File: config.mk
export PLATFORM = sky130hd
export DESIGN_NAME = uart_rx_cfg
export DESIGN_NICKNAME = d
export VERILOG_FILES = /design/src/rtl/uart_rx_cfg.sv
export SDC_FILE = /design/constraint.sdc
export NUM_CORES = 1
export LEC_CHECK = 0
export BUFFER_PORTS_ARGS = -buffer_cell sky130_fd_sc_hd__buf_2
export CAP_MARGIN = 30
export CORE_MARGIN = 2
export CORE_UTILIZATION = 30
export CTS_CLUSTER_DIAMETER = 80
export DETAILED_ROUTE_END_ITERATION = 16
export SLEW_MARGIN = 20
export SYNTH_ARGS = -nofsm -noshare
export SYNTH_HDL_FRONTEND = slang
export SYNTH_SLANG_ARGS = --single-unit
File: constraint.sdc
create_clock -name i_Clock -period 2.4 [get_ports i_Clock]
set_input_delay 0.12 -clock i_Clock [delete_from_list [all_inputs] [get_ports i_Clock]]
set_output_delay 0.12 -clock i_Clock [all_outputs]
set_load 0.02 [all_outputs]
File: src/rtl/uart_rx_cfg.sv
// rtl/uart_rx_cfg.sv - configurable UART receiver with parity, stop-bit and glitch checking
// Mid-bit sampling; a low line after a framing error never re-arms start detection.
module uart_rx_cfg #(
  parameter int CLKS_PER_BIT = 217,
  parameter int DATA_BITS    = 8,
  parameter int PARITY       = 0,
  parameter int STOP_BITS    = 1
) (
  input  logic                 i_Clock,
  input  logic                 i_Reset,
  input  logic                 i_RX_Serial,
  output logic                 o_RX_DV,
  output logic [DATA_BITS-1:0] o_RX_Byte,
  output logic                 o_Parity_Err,
  output logic                 o_Frame_Err,
  output logic                 o_Busy
);

  localparam int              CW        = $clog2(CLKS_PER_BIT);
  localparam logic [CW-1:0]   CNT_LAST  = CW'(CLKS_PER_BIT - 1);
  localparam logic [CW-1:0]   CNT_HALF  = CW'((CLKS_PER_BIT - 1) / 2);
  localparam logic [3:0]      DATA_LAST = 4'(DATA_BITS - 1);
  localparam logic [3:0]      STOP_LAST = 4'(STOP_BITS - 1);
  localparam logic            PAR_ODD   = (PARITY == 1);
  localparam logic            PAR_EN    = (PARITY != 0);

  typedef enum logic [2:0] {
    S_WAIT_HIGH,
    S_IDLE,
    S_START,
    S_DATA,
    S_PARITY,
    S_STOP
  } state_t;

  state_t                 state_q;
  logic                   sync1_q, sync2_q;
  logic [1:0]             flush_q;
  logic [CW-1:0]          clk_cnt_q;
  logic [3:0]             bit_cnt_q;
  logic [DATA_BITS-1:0]   shift_q;
  logic                   par_err_q, frm_err_q;
  logic                   dv_q, par_err_out_q, frm_err_out_q;
  logic [DATA_BITS-1:0]   byte_q;
  logic                   line, bit_tick, stop_err_d;

  assign line       = sync2_q;
  assign bit_tick   = (clk_cnt_q == CNT_LAST);
  assign stop_err_d = frm_err_q | ~line;

  // The reset value of the synchronizer is not a real observation of the line,
  // so WAIT_HIGH only trusts it once both flops have been refilled from the pin.
  always_ff @(posedge i_Clock) begin
    if (i_Reset) begin
      sync1_q <= 1'b1;
      sync2_q <= 1'b1;
      flush_q <= 2'b00;
    end else begin
      sync1_q <= i_RX_Serial;
      sync2_q <= sync1_q;
      flush_q <= {flush_q[0], 1'b1};
    end
  end

  always_ff @(posedge i_Clock) begin
    if (i_Reset) begin
      state_q       <= S_WAIT_HIGH;
      clk_cnt_q     <= '0;
      bit_cnt_q     <= '0;
      shift_q       <= '0;
      par_err_q     <= 1'b0;
      frm_err_q     <= 1'b0;
      dv_q          <= 1'b0;
      byte_q        <= '0;
      par_err_out_q <= 1'b0;
      frm_err_out_q <= 1'b0;
    end else begin
      dv_q <= 1'b0;
      case (state_q)
        S_WAIT_HIGH: begin
          if (flush_q[1] && line) state_q <= S_IDLE;
        end
        S_IDLE: begin
          if (!line) begin
            state_q   <= S_START;
            clk_cnt_q <= '0;
            bit_cnt_q <= '0;
          end
        end
        S_START: begin
          if (line) begin
            state_q   <= S_IDLE;
            clk_cnt_q <= '0;
          end else if (clk_cnt_q == CNT_HALF) begin
            state_q   <= S_DATA;
            clk_cnt_q <= '0;
            par_err_q <= 1'b0;
            frm_err_q <= 1'b0;
          end else begin
            clk_cnt_q <= clk_cnt_q + CW'(1);
          end
        end
        S_DATA: begin
          if (bit_tick) begin
            clk_cnt_q <= '0;
            shift_q   <= {line, shift_q[DATA_BITS-1:1]};
            if (bit_cnt_q == DATA_LAST) begin
              bit_cnt_q <= '0;
              state_q   <= PAR_EN ? S_PARITY : S_STOP;
            end else begin
              bit_cnt_q <= bit_cnt_q + 4'(1);
            end
          end else begin
            clk_cnt_q <= clk_cnt_q + CW'(1);
          end
        end
        S_PARITY: begin
          if (bit_tick) begin
            clk_cnt_q <= '0;
            par_err_q <= (((^shift_q) ^ line) != PAR_ODD);
            state_q   <= S_STOP;
          end else begin
            clk_cnt_q <= clk_cnt_q + CW'(1);
          end
        end
        S_STOP: begin
          if (bit_tick) begin
            clk_cnt_q <= '0;
            if (bit_cnt_q == STOP_LAST) begin
              bit_cnt_q     <= '0;
              dv_q          <= 1'b1;
              byte_q        <= shift_q;
              par_err_out_q <= PAR_EN & par_err_q;
              frm_err_out_q <= stop_err_d;
              frm_err_q     <= stop_err_d;
              state_q       <= stop_err_d ? S_WAIT_HIGH : S_IDLE;
            end else begin
              bit_cnt_q <= bit_cnt_q + 4'(1);
              frm_err_q <= stop_err_d;
            end
          end else begin
            clk_cnt_q <= clk_cnt_q + CW'(1);
          end
        end
        default: state_q <= S_WAIT_HIGH;
      endcase
    end
  end

  assign o_RX_DV      = dv_q;
  assign o_RX_Byte    = byte_q;
  assign o_Parity_Err = par_err_out_q;
  assign o_Frame_Err  = frm_err_out_q;
  assign o_Busy       = (state_q == S_START) || (state_q == S_DATA) ||
                        (state_q == S_PARITY) || (state_q == S_STOP);

endmodule
==> metrics.yaml <==
ir_worst_vdd_uv: 267
grt_start_max_net_pins: 35
clock_insertion_delay_worst_skew_ps: 290
synth_top_flop_cell: "sky130_fd_sc_hd__dfxtp_1"
count_of_flip_flops_with_a_built_in_enable_after_synthesis: 0
syn-instance-count: 200
start_kind: "flip-flop"
std_cell_rows: 28
remaining_drc_errors: 0
postSynth.asyncResetShare_pct: 0
rr_worst_depth: 7
path_cells: "inv_1 -> ha_1 -> or3b_1 -> a21oi_1 -> nor2_1 -> or4b_1 -> a21oi_1"
cp_slowest_cell: "sky130_fd_sc_hd__or4b_1"
multiInputGateArea_um2: 963
worst_path_largest_cell_delay_ps: 530
postCtsSetupBuffers: 0
tns_ps: 0
ff_latch_area_um2: 761
worst_clock_skew_ps: 7.60
cts_num_sinks: 38
grt_pass1_wl_um: 6210
rsz0062_at_grt: "false"
hold_path_depth: 2
routabilityCongestion: 0.808
syn-mean-instance-area_um2: 9.07
clkTransAtPathRegs_ps: 80
cts_buffers: 5
number_of_fillers_in_the_final_layout: 618
via_count_of_the_first_global_routing_pass: 1307
overall_via_count_from_detail_route: 1402
p_int_uw: 1080
power.share.clock_pct: 47.9
post_cts_hold_buffer_count: 0
synth_sequential_area_ratio_pct: 41.9
combinationalPowerShare_pct: 4.1
post_cts.resized_instances: 0
min_period_over_period_pct: 84.0
antenna_found_initial: 0
cts-htree-levels: 2
ios: 15
timing.critical_path.fanout_max: 9
ys.warnings.count: 0
number_of_violations_of_the_max_capacitance_limit: 0
drv_slew: 0
max_slew.worst_pin.slew_ps: 603
die-width_um: 81.8
globalRouteTotalUtil_pct: 11.9
area_delta_synth_final_pct: 14.3
viasPerCell: 4.89
post_route_cells_drive_above_1_share_pct: 15.1
drt_pre_antenna_iters: 4
finalWirelength_um: 3470
finalHoldViolCount: 0
hp-class: "in2reg"
net_count_of_the_finished_layout: 219
worstPathArrival_ps: 2230
pre_cts_slack_ps: 416
core_mm2: 0.00589
synth-seq-cells: 38
fmax_mhz: 496
drtAntennaViolNets: 0
net-switching-power_uw: 287
cell_at_the_root_of_the_clock_tree: "sky130_fd_sc_hd__clkbuf_8"
tritoncts: "yes"
finalCriticalPeriod_ps: 2020
critPathCaptureType: "flip-flop"
cellLeakagePower_uw: 0.000850
synth.cell_area_mm2: 0.00181
slew_headroom_pct: 59.8
power-per-cell-area_mw_per_mm2: 657
yosysUniqueCellTypes: 50
grt.overflow.total: 0
dr.first_iter.drc_count: 114
die_height_um: 81.8
route.detailed.wl_per_inst_um: 12.1
status: "finished, final reports clean"
synth_fp_nets: 208
crit_required_ps: 2610
port_buffers: 13
cts_max_path_buffers: 2
path_class: "reg2reg"
timing.critical_path.mode_cell: "sky130_fd_sc_hd__a21oi_1"
share_seq_of_total_power_pct: 47.9
insertedDiodeCount: 0
power.share.switching_pct: 21.1
floorplan.initialDensity_pct: 30.8
final.setup.worst_slack_ps: 384
place_hpwl_um: 2400
finalSetupViolCount: 0
die-area_mm2: 0.00669
## cells by family (layout without fill, tap and decap cells)
| group | after synthesis | after routing | synth area share, % |
|---|---|---|---|
| AO/OA/AOI/OAI | 36 | 36 | 15.0 |
| XOR/XNOR | 1 | 1 | 0.483 |
| adder cells (fa/ha/maj) | 5 | 5 | 3.45 |
| buffers and inverters | 21 | 33 | 4.97 |
| flip-flops | 38 | 38 | 41.9 |
| multiplexers | 18 | 18 | 9.93 |
| other | 1 | 1 | 0.207 |
| AND/OR/NAND/NOR | 80 | 80 | 24.1 |
## cell usage in the layout, fill, tap and decap left out, drive strengths merged, types with 2 or more instances in the layout
cell     n
dfxtp   38
nor2    29
mux2i   18
buf     15
nand2   12
a21oi   12
inv     10
nand3    6
nand2b   5
ha       5
clkbuf   5
nand3b   4
a31oi    4
nor3     4
o21ai    4
nor4     3
a211oi   3
and3     3
and3b    2
nor2b    2
or2      2
bufinv   2
o41ai    2
o22ai    2
## worst max-delay path: cells and delay by family (launching register included)
family,cells,cell delay (ps)
and+or+nand+nor,3,1030
AOI/OAI and AO/OA,2,340
buffers and inverters,1,80
adders and majority gates,1,160
DFF,1,340
## flip-flops by register name, indices dropped and copies added, names as in the netlist
signal and count:
clk_cnt_q 8, o_RX_Byte 8, shift_q 8, bit_cnt_q 4
state_q 3, flush_q 2, frm_err_q 1, line 1
o_Frame_Err 1, o_RX_DV 1, sync1_q 1
## metal layers
| metal | routed length [µm] | global-route usage [%] |
|---|---|---|
| met1 | 1730 | 15.7 |
| met2 | 1530 | 18.1 |
| met5 | 0 | 0 |
| met3 | 162 | 3.52 |
| met4 | 46 | 4.67 |
## cell usage after synthesis (all sizes together) (4+ instances only)
| master | instances | area [µm²] |
|---|---|---|
| inv | 10 | 37.5 |
| mux2i | 18 | 180 |
| o21ai | 4 | 23.8 |
| nor3 | 4 | 20.0 |
| a21oi | 12 | 63.8 |
| a31oi | 4 | 25.0 |
| buf | 6 | 32.5 |
| dfxtp | 38 | 761 |
| nand3b | 4 | 30.0 |
| nand2b | 5 | 31.3 |
| ha | 5 | 62.6 |
| clkbuf | 5 | 20.0 |
| nand2 | 12 | 45.0 |
| nand3 | 6 | 42.5 |
| nor2 | 29 | 109 |
## final timing paths
path	startpoint	end	slack, ps
max	bit_cnt_q[0]$_SDFFE_PP0P_	state_q[2]$_SDFFE_PP0P_	380
min	i_RX_Serial	sync1_q$_SDFF_PP1_	7
max reg2reg	bit_cnt_q[0]$_SDFFE_PP0P_	state_q[2]$_SDFFE_PP0P_	380
min reg2reg	sync1_q$_SDFF_PP1_	line$_SDFF_PP1_	420
## metrics by stage
step / std cells / utilization [%] / power (µW) / hold WS, ps / instance area, µm²
2_1_floorplan: 200 / - / 715 / 224 / 1810
3_3_place_gp: 279 / 32.9 / 724 / 308 / 1940
3_5_place_dp: 279 / 32.9 / 725 / 311 / 1940
4_1_cts: 287 / 35.2 / 1380 / 2.84 / 2070
5_1_grt: 287 / 35.2 / 1410 / 8.56 / 2070
6_report: 287 / 35.2 / 1360 / 7.04 / 2070
## final cells by class
type	instances	area share [%]
inverter	10	1.81
clock inverter	3	3.32
tap	75	4.53
sequential	38	36.7
multi-input combinational	141	46.5
clock buffer	5	3.32
timing repair buffer	15	3.86
## power groups by stage
| stage | clock [µW] | sequential [µW] | combinational (µW) |
|---|---|---|---|
| floorplan | 0 | 655 | 59.5 |
| global placement | 0 | 667 | 56.9 |
| detailed placement | 0 | 668 | 57.2 |
| CTS | 673 | 653 | 57.0 |
| global route | 694 | 656 | 64.0 |
| finish | 653 | 653 | 56.3 |
Note: power is estimated with default switching activity, not from simulation.
